===== config.mk =====
export PLATFORM = sky130hd
export DESIGN_NAME = alu_ctrl_md
export DESIGN_NICKNAME = d
export VERILOG_FILES = /design/src/rtl/alu_ctrl_md.sv
export SDC_FILE = /design/constraint.sdc
export NUM_CORES = 1
export LEC_CHECK = 0
export CAP_MARGIN = 10
export CORE_MARGIN = 2
export CORE_UTILIZATION = 40
export DETAILED_ROUTE_END_ITERATION = 8
export DONT_BUFFER_PORTS = 1
export GPL_TIMING_DRIVEN = 0
export SYNTH_ARGS = -nofsm -noshare
export SYNTH_HDL_FRONTEND = slang
export SYNTH_SLANG_ARGS = --single-unit
export TNS_END_PERCENT = 20

===== constraint.sdc =====
create_clock -name clk -period 7.2 [get_ports clk]
set_clock_uncertainty 0.1 [all_clocks]
set_input_delay 0.72 -clock clk [delete_from_list [all_inputs] [get_ports clk]]
set_output_delay 0.72 -clock clk [all_outputs]
set_load 0.05 [all_outputs]

===== src/rtl/alu_ctrl_md.sv =====
// ALU control decode with an iterative RV-M multiply/divide sequencer.
// Non-M ops complete in one cycle; M-ops iterate one bit per cycle and stall decode via in_ready.
module alu_ctrl_md #(
  parameter int XLEN     = 32,
  parameter bit REG_CTRL = 1'b1
) (
  input  logic            clk,
  input  logic            rst,
  input  logic            in_valid,
  output logic            in_ready,
  input  logic [1:0]      ALUop,
  input  logic [2:0]      funct3,
  input  logic            funct7_30,
  input  logic            funct7_0,
  input  logic [XLEN-1:0] rs1_val,
  input  logic [XLEN-1:0] rs2_val,
  input  logic            kill,
  output logic [3:0]      ALUctrl,
  output logic            md_sel,
  output logic [XLEN-1:0] md_result,
  output logic            out_valid
);

  localparam int CW = $clog2(XLEN);
  localparam logic [XLEN-1:0] MOST_NEG = {1'b1, {(XLEN-1){1'b0}}};

  localparam logic [3:0] C_AND = 4'b0000, C_OR  = 4'b0001, C_ADD = 4'b0010,
                         C_XOR = 4'b0011, C_SLL = 4'b0100, C_SUB = 4'b0110,
                         C_SLT = 4'b0111, C_SLTU = 4'b1000, C_SRL = 4'b1010,
                         C_SRA = 4'b1101;

  typedef enum logic [1:0] {IDLE, CALC, DONE} state_t;

  state_t          state_q, state_d;
  logic [3:0]      ctrl_q, ctrl_d, dec_ctrl;
  logic            md_sel_q, md_sel_d, out_valid_q, out_valid_d;
  logic [XLEN-1:0] md_result_q, md_result_d;
  logic [XLEN-1:0] hi_q, hi_d, lo_q, lo_d, opnd_q, opnd_d;
  logic [2:0]      op_q, op_d;
  logic            neg_q, neg_d;
  logic [CW-1:0]   cnt_q, cnt_d;

  // NOTE: every always_comb output gets a default first so no path leaves it unassigned (no latch).
  always_comb begin
    dec_ctrl = C_ADD;
    case (ALUop)
      2'b00: dec_ctrl = C_ADD;
      2'b01: begin
        case (funct3[2:1])
          2'b10:   dec_ctrl = C_SLT;
          2'b11:   dec_ctrl = C_SLTU;
          default: dec_ctrl = C_SUB;
        endcase
      end
      default: begin
        case (funct3)
          3'b000:  dec_ctrl = (ALUop == 2'b10 && funct7_30) ? C_SUB : C_ADD;
          3'b001:  dec_ctrl = C_SLL;
          3'b010:  dec_ctrl = C_SLT;
          3'b011:  dec_ctrl = C_SLTU;
          3'b100:  dec_ctrl = C_XOR;
          3'b101:  dec_ctrl = funct7_30 ? C_SRA : C_SRL;
          3'b110:  dec_ctrl = C_OR;
          default: dec_ctrl = C_AND;
        endcase
      end
    endcase
  end

  // Operand preparation: magnitudes, sign of the final result, and the short-path cases.
  logic            accept, is_m, a_neg, b_neg, div_zero, div_ovf;
  logic [XLEN-1:0] a_mag, b_mag, short_res;

  always_comb begin
    accept    = in_valid & in_ready & ~kill;
    is_m      = (ALUop == 2'b10) && funct7_0;
    a_neg     = (funct3[2] ? ~funct3[0] : (funct3 != 3'b011)) & rs1_val[XLEN-1];
    b_neg     = (funct3[2] ? ~funct3[0] : ~funct3[1]) & rs2_val[XLEN-1];
    a_mag     = a_neg ? -rs1_val : rs1_val;
    b_mag     = b_neg ? -rs2_val : rs2_val;
    div_zero  = funct3[2] && (rs2_val == '0);
    div_ovf   = funct3[2] && !funct3[0] && (rs1_val == MOST_NEG) && (rs2_val == '1);
    short_res = div_zero ? (funct3[1] ? rs1_val : '1) : (funct3[1] ? '0 : rs1_val);
  end

  // One iteration of shift-add multiply or restoring divide, plus the sign-corrected result.
  logic [XLEN:0]     sum, rem_shift;
  logic [XLEN-1:0]   step_hi, step_lo, q_s, r_s, fin_res;
  logic [2*XLEN-1:0] prod, prod_s;

  always_comb begin
    sum       = {1'b0, hi_q} + (lo_q[0] ? {1'b0, opnd_q} : '0);
    rem_shift = {hi_q, lo_q[XLEN-1]};
    if (!op_q[2]) begin
      step_hi = sum[XLEN:1];
      step_lo = {sum[0], lo_q[XLEN-1:1]};
    end else if (rem_shift >= {1'b0, opnd_q}) begin
      step_hi = XLEN'(rem_shift - {1'b0, opnd_q});
      step_lo = {lo_q[XLEN-2:0], 1'b1};
    end else begin
      step_hi = rem_shift[XLEN-1:0];
      step_lo = {lo_q[XLEN-2:0], 1'b0};
    end
    prod   = {step_hi, step_lo};
    prod_s = neg_q ? -prod : prod;
    q_s    = neg_q ? -step_lo : step_lo;
    r_s    = neg_q ? -step_hi : step_hi;
    if (!op_q[2]) fin_res = (op_q[1:0] == 2'b00) ? prod_s[XLEN-1:0] : prod_s[2*XLEN-1:XLEN];
    else          fin_res = op_q[1] ? r_s : q_s;
  end

  always_comb begin
    state_d     = state_q;
    ctrl_d      = ctrl_q;
    md_sel_d    = md_sel_q;
    md_result_d = md_result_q;
    out_valid_d = 1'b0;
    hi_d        = hi_q;
    lo_d        = lo_q;
    opnd_d      = opnd_q;
    op_d        = op_q;
    neg_d       = neg_q;
    cnt_d       = cnt_q;
    case (state_q)
      IDLE: begin
        if (accept && is_m) begin
          op_d  = funct3;
          // Remainder follows the dividend's sign; everything else follows sign difference.
          neg_d = (funct3[2] && funct3[1]) ? a_neg : (a_neg ^ b_neg);
          cnt_d = CW'(XLEN - 1);
          if (div_zero || div_ovf) begin
            md_result_d = short_res;
            md_sel_d    = 1'b1;
            out_valid_d = 1'b1;
            state_d     = DONE;
          end else begin
            hi_d    = '0;
            lo_d    = funct3[2] ? a_mag : b_mag;
            opnd_d  = funct3[2] ? b_mag : a_mag;
            state_d = CALC;
          end
        end else if (accept) begin
          ctrl_d      = dec_ctrl;
          md_sel_d    = 1'b0;
          out_valid_d = 1'b1;
        end
      end
      CALC: begin
        if (kill) begin
          state_d = IDLE;
        end else begin
          hi_d = step_hi;
          lo_d = step_lo;
          if (cnt_q == '0) begin
            md_result_d = fin_res;
            md_sel_d    = 1'b1;
            out_valid_d = 1'b1;
            state_d     = DONE;
          end else begin
            cnt_d = cnt_q - 1'b1;
          end
        end
      end
      default: state_d = IDLE;
    endcase
  end

  // NOTE: sequential state uses non-blocking assignments so every register samples pre-edge values.
  always_ff @(posedge clk or posedge rst) begin
    if (rst) begin
      state_q     <= IDLE;
      ctrl_q      <= C_ADD;
      md_sel_q    <= 1'b0;
      md_result_q <= '0;
      out_valid_q <= 1'b0;
      hi_q        <= '0;
      lo_q        <= '0;
      opnd_q      <= '0;
      op_q        <= '0;
      neg_q       <= 1'b0;
      cnt_q       <= '0;
    end else begin
      state_q     <= state_d;
      ctrl_q      <= ctrl_d;
      md_sel_q    <= md_sel_d;
      md_result_q <= md_result_d;
      out_valid_q <= out_valid_d;
      hi_q        <= hi_d;
      lo_q        <= lo_d;
      opnd_q      <= opnd_d;
      op_q        <= op_d;
      neg_q       <= neg_d;
      cnt_q       <= cnt_d;
    end
  end

  assign in_ready  = (state_q == IDLE);
  assign ALUctrl   = REG_CTRL ? ctrl_q : dec_ctrl;
  assign md_sel    = md_sel_q;
  assign md_result = md_result_q;
  assign out_valid = out_valid_q;

endmodule


==> qor.txt <==
EDFF count, synth: 0
CTS clock-pin slew for the worst setup and hold paths: 70 ps
Total Wirelength: 82.3 mm
commonest non-fill, non-tap cells in the layout: 250 x nand2_1, 236 x a21oi_1, 229 x nor2_1
register area share after synthesis: 21.8%
WP data required: 7480 ps
Sink Count: 145
CP max FO: 10
Design Power: 6.16 mW
area of the mapped netlist: 16600 um2
fmax: 144 MHz
Post-Syn Nets: 2437
total die area: 43200 um2
row cnt: 74
endpoints failing hold: 0
worst-margin pin slew: 1320 ps
Top Metal Used: met5
DP Wirelength: 66.6 mm
area grow syn2layout: 8.23%
largest net degree at the start of global routing: 81
Floorplan Core Area: 40900 um2
gr usage total: 37.4%
r2r setup slk: 240 ps
Root Driver: clkbuf_16
clk buf depth: 2
first-pass GRT wire length: 120 mm
Non-Filler Instances: 2858
met3 wire len: 9.18 mm
max-slew violation count: 0
post-layout min period: 6960 ps
pre-CTS setup slack: -646 ps
CTS tree: done
Lkg Pwr: 7.23 nW
layout cells sized above 1: 5.25%
Cells after DPL: 2824
Buf/Inv on CP: 7
setup ws final: 237 ps
post-route ant nets: 0
cts bufs inserted: 17
crit path kind: flip-flop to flip-flop
Residual DRC: 0
H-tree depth: 4
Relative slew margins: 11.4%
Yosys warnings: 0
Distinct cells, synth: 103
Most Frequent Cell on Critical Path: buf_2
met2 wire length: 34.3 mm
Initial Util: 40.6%
Min Hold Slack: 143 ps
CTS Hold Buffers Added: 0
CP Capture Type: flip-flop
vias in the first global route: 17.5k
M1 WL: 34.0 mm
Crit-path slowest cell: or4_1
port buffer count: 0
reg2reg path depth: 27
slowest cell delay on critical path: 540 ps
Synth Register Bits: 145
drt pass-1 iters: 5
Die Width: 208 um
Largest delay share family, worst path: simple AND/OR/NAND/NOR gates
Initial DRC Count: 2339
status: completed
vias per inst: 6.61
Post-Syn Instances: 2290
WL/cell: 28.8 um
nets: 2459
Reg-to-Reg Start: opnd_q[28]
clk_lat worst skew: 480 ps
Layout Utilization: 44.0%
RSZ-0062 raised after global routing: false
FFs w/ async S/R, synth: 100%
final setup vio count: 0
leading cell type in the layout, fill and taps excluded: nand2_1
vias: 18.9k
Die Height: 208 um
Max-cap violations: 0
total grt overflow: 0
VDD IR max: 0.155 mV
reg2reg end: md_result[6]
syn_area_per_cell: 7.26 um2
antenna violations before repair: 4
top_reg_cell synth: dfrtp_1
Data arrival, critical path: 7240 ps
CP Launch Type: flip-flop
Min-Delay Path Class: input pin to async pin
Pwr Density: 343 nW/um2
crit share post-route: 96.7%
GP Congestion: 1.09
io pins: 114
==> cell type report <==
cell class	instances	area, um2
fillers	4306	22900
multi-input cells	1918	12100
flip-flops and latches	145	3630
well taps	532	666
plain buffers	141	579
clock buffers	17	425
inverters	84	320
clock inverters	15	191
repair buffers	5	55.1
diodes	1	2.50
==> routing by layer <==
metal	GRT usage (%)	vias to the layer above
met5	0	-
met4	19.1	2
met3	9.53	247
met2	54.8	1157
met1	50.6	9064
li1	-	8415
==> repair_timing <==
action / CTS / global route
endpoints found under the setup margin: 9 / 14
pin swaps: 0 / 0
endpoints found under the hold margin: 0 / 0
resized for setup: 1 / 3
buffers inserted: 0 / 3
==> logic make-up (layout without fill, tap and decap cells) <==
kind of cell / count (synthesis) / count (layout) / share of synthesized area, %
adder cells (fa/ha/maj): 100 / 100 / 7.20
AND/OR/NAND/NOR: 840 / 840 / 24.7
AO/OA/AOI/OAI: 759 / 759 / 28.7
other: 0 / 1 / 0
XOR/XNOR: 152 / 152 / 8.01
buffers and inverters: 227 / 262 / 5.43
flip-flops: 145 / 145 / 21.8
multiplexers: 67 / 67 / 4.16
==> flip-flops by register name, summed over array words and instances (netlist names) <==
| register | cells |
|---|---|
| hi_q | 32 |
| lo_q | 32 |
| md_result | 32 |
| opnd_q | 32 |
| cnt_q | 5 |
| ALUctrl | 4 |
| op_q | 3 |
| state_q | 2 |
| md_sel | 1 |
| neg_q | 1 |
| out_valid | 1 |
==> synthesized netlist by cell type, types with 8 or more instances <==
master | number | area share, %
o21bai_1 | 8 | 0.36
nor2_1 | 230 | 5.2
o21ai_0 | 215 | 6.5
nor4_1 | 17 | 0.64
xor2_1 | 57 | 3.0
o211ai_1 | 14 | 0.63
buf_1 | 11 | 0.25
nand2_1 | 250 | 5.6
o21a_1 | 20 | 0.90
a21oi_1 | 236 | 7.1
inv_1 | 80 | 1.8
nor3_1 | 79 | 2.4
o21ai_1 | 11 | 0.33
o31ai_1 | 29 | 1.3
a31oi_1 | 30 | 1.1
nand3_1 | 28 | 0.84
nand4_1 | 35 | 1.3
or2_2 | 12 | 0.45
or4_1 | 14 | 0.63
a211oi_1 | 24 | 1.1
a21o_1 | 17 | 0.77
or3_1 | 19 | 0.72
clkbuf_1 | 101 | 2.3
xnor2_1 | 95 | 5.0
a211o_1 | 10 | 0.53
o22ai_1 | 13 | 0.49
ha_1 | 70 | 5.3
and2_1 | 47 | 1.8
nor2b_1 | 15 | 0.56
maj3_1 | 28 | 1.7
a311oi_1 | 10 | 0.53
dfrtp_1 | 144 | 22
nand2b_1 | 31 | 1.2
a41oi_1 | 9 | 0.47
and3_1 | 15 | 0.56
buf_2 | 28 | 0.84
a22o_1 | 14 | 0.74
mux2i_1 | 59 | 3.6
==> worst register-to-register path, stage by stage, from the launching register on <==
cell and delay, ps:
dfrtp_1 520, inv_1 80, ha_1 260, buf_2 170, a21oi_1 180, o21ai_1 170, a221o_1 390, and2_0 160
buf_2 190, nor3_2 350, buf_6 250, buf_2 290, nor2_1 160, a21oi_1 410, ha_1 270, o21ai_0 110
or4_1 540, inv_1 110, nand4b_1 90, buf_4 180, nor2_2 220, and2_1 320, nand2_1 90, nand2_1 210
o22ai_1 140, mux2i_1 390, o21ai_0 230, a211oi_1 300
==> report_power, final <==
group	internal (mW)	leakage (nW)	switching [mW]
combinational	1.25	5.08	2.66
sequential	0.980	1.86	0.301
clock	0.500	0.297	0.468
==> per-stage QoR <==
stage          setup TNS (ps)  area (um2)
6_report                    0       18000
2_1_floorplan               0       16600
3_3_place_gp            -2630       17300
4_1_cts                     0       17900
5_1_grt                     0       18000
3_5_place_dp            -1780       17300
==> how the worst max path moves through the flow <==
| stage | from | depth (start not counted) | end | slack (ps) |
|---|---|---|---|---|
| 2_1_floorplan | hi_q[27] | 25 | md_result[26] | 2140 |
| 3_3_place_gp | op_q[2] | 21 | md_result[22] | -740 |
| 3_5_place_dp | op_q[2] | 21 | md_result[22] | -650 |
| 4_1_cts | opnd_q[28] | 26 | md_result[22] | 220 |
| 5_1_grt | lo_q[0] | 18 | md_result[28] | 20 |
| 6_report | opnd_q[28] | 27 | md_result[6] | 240 |
Note: power is estimated with default switching activity, not from simulation.
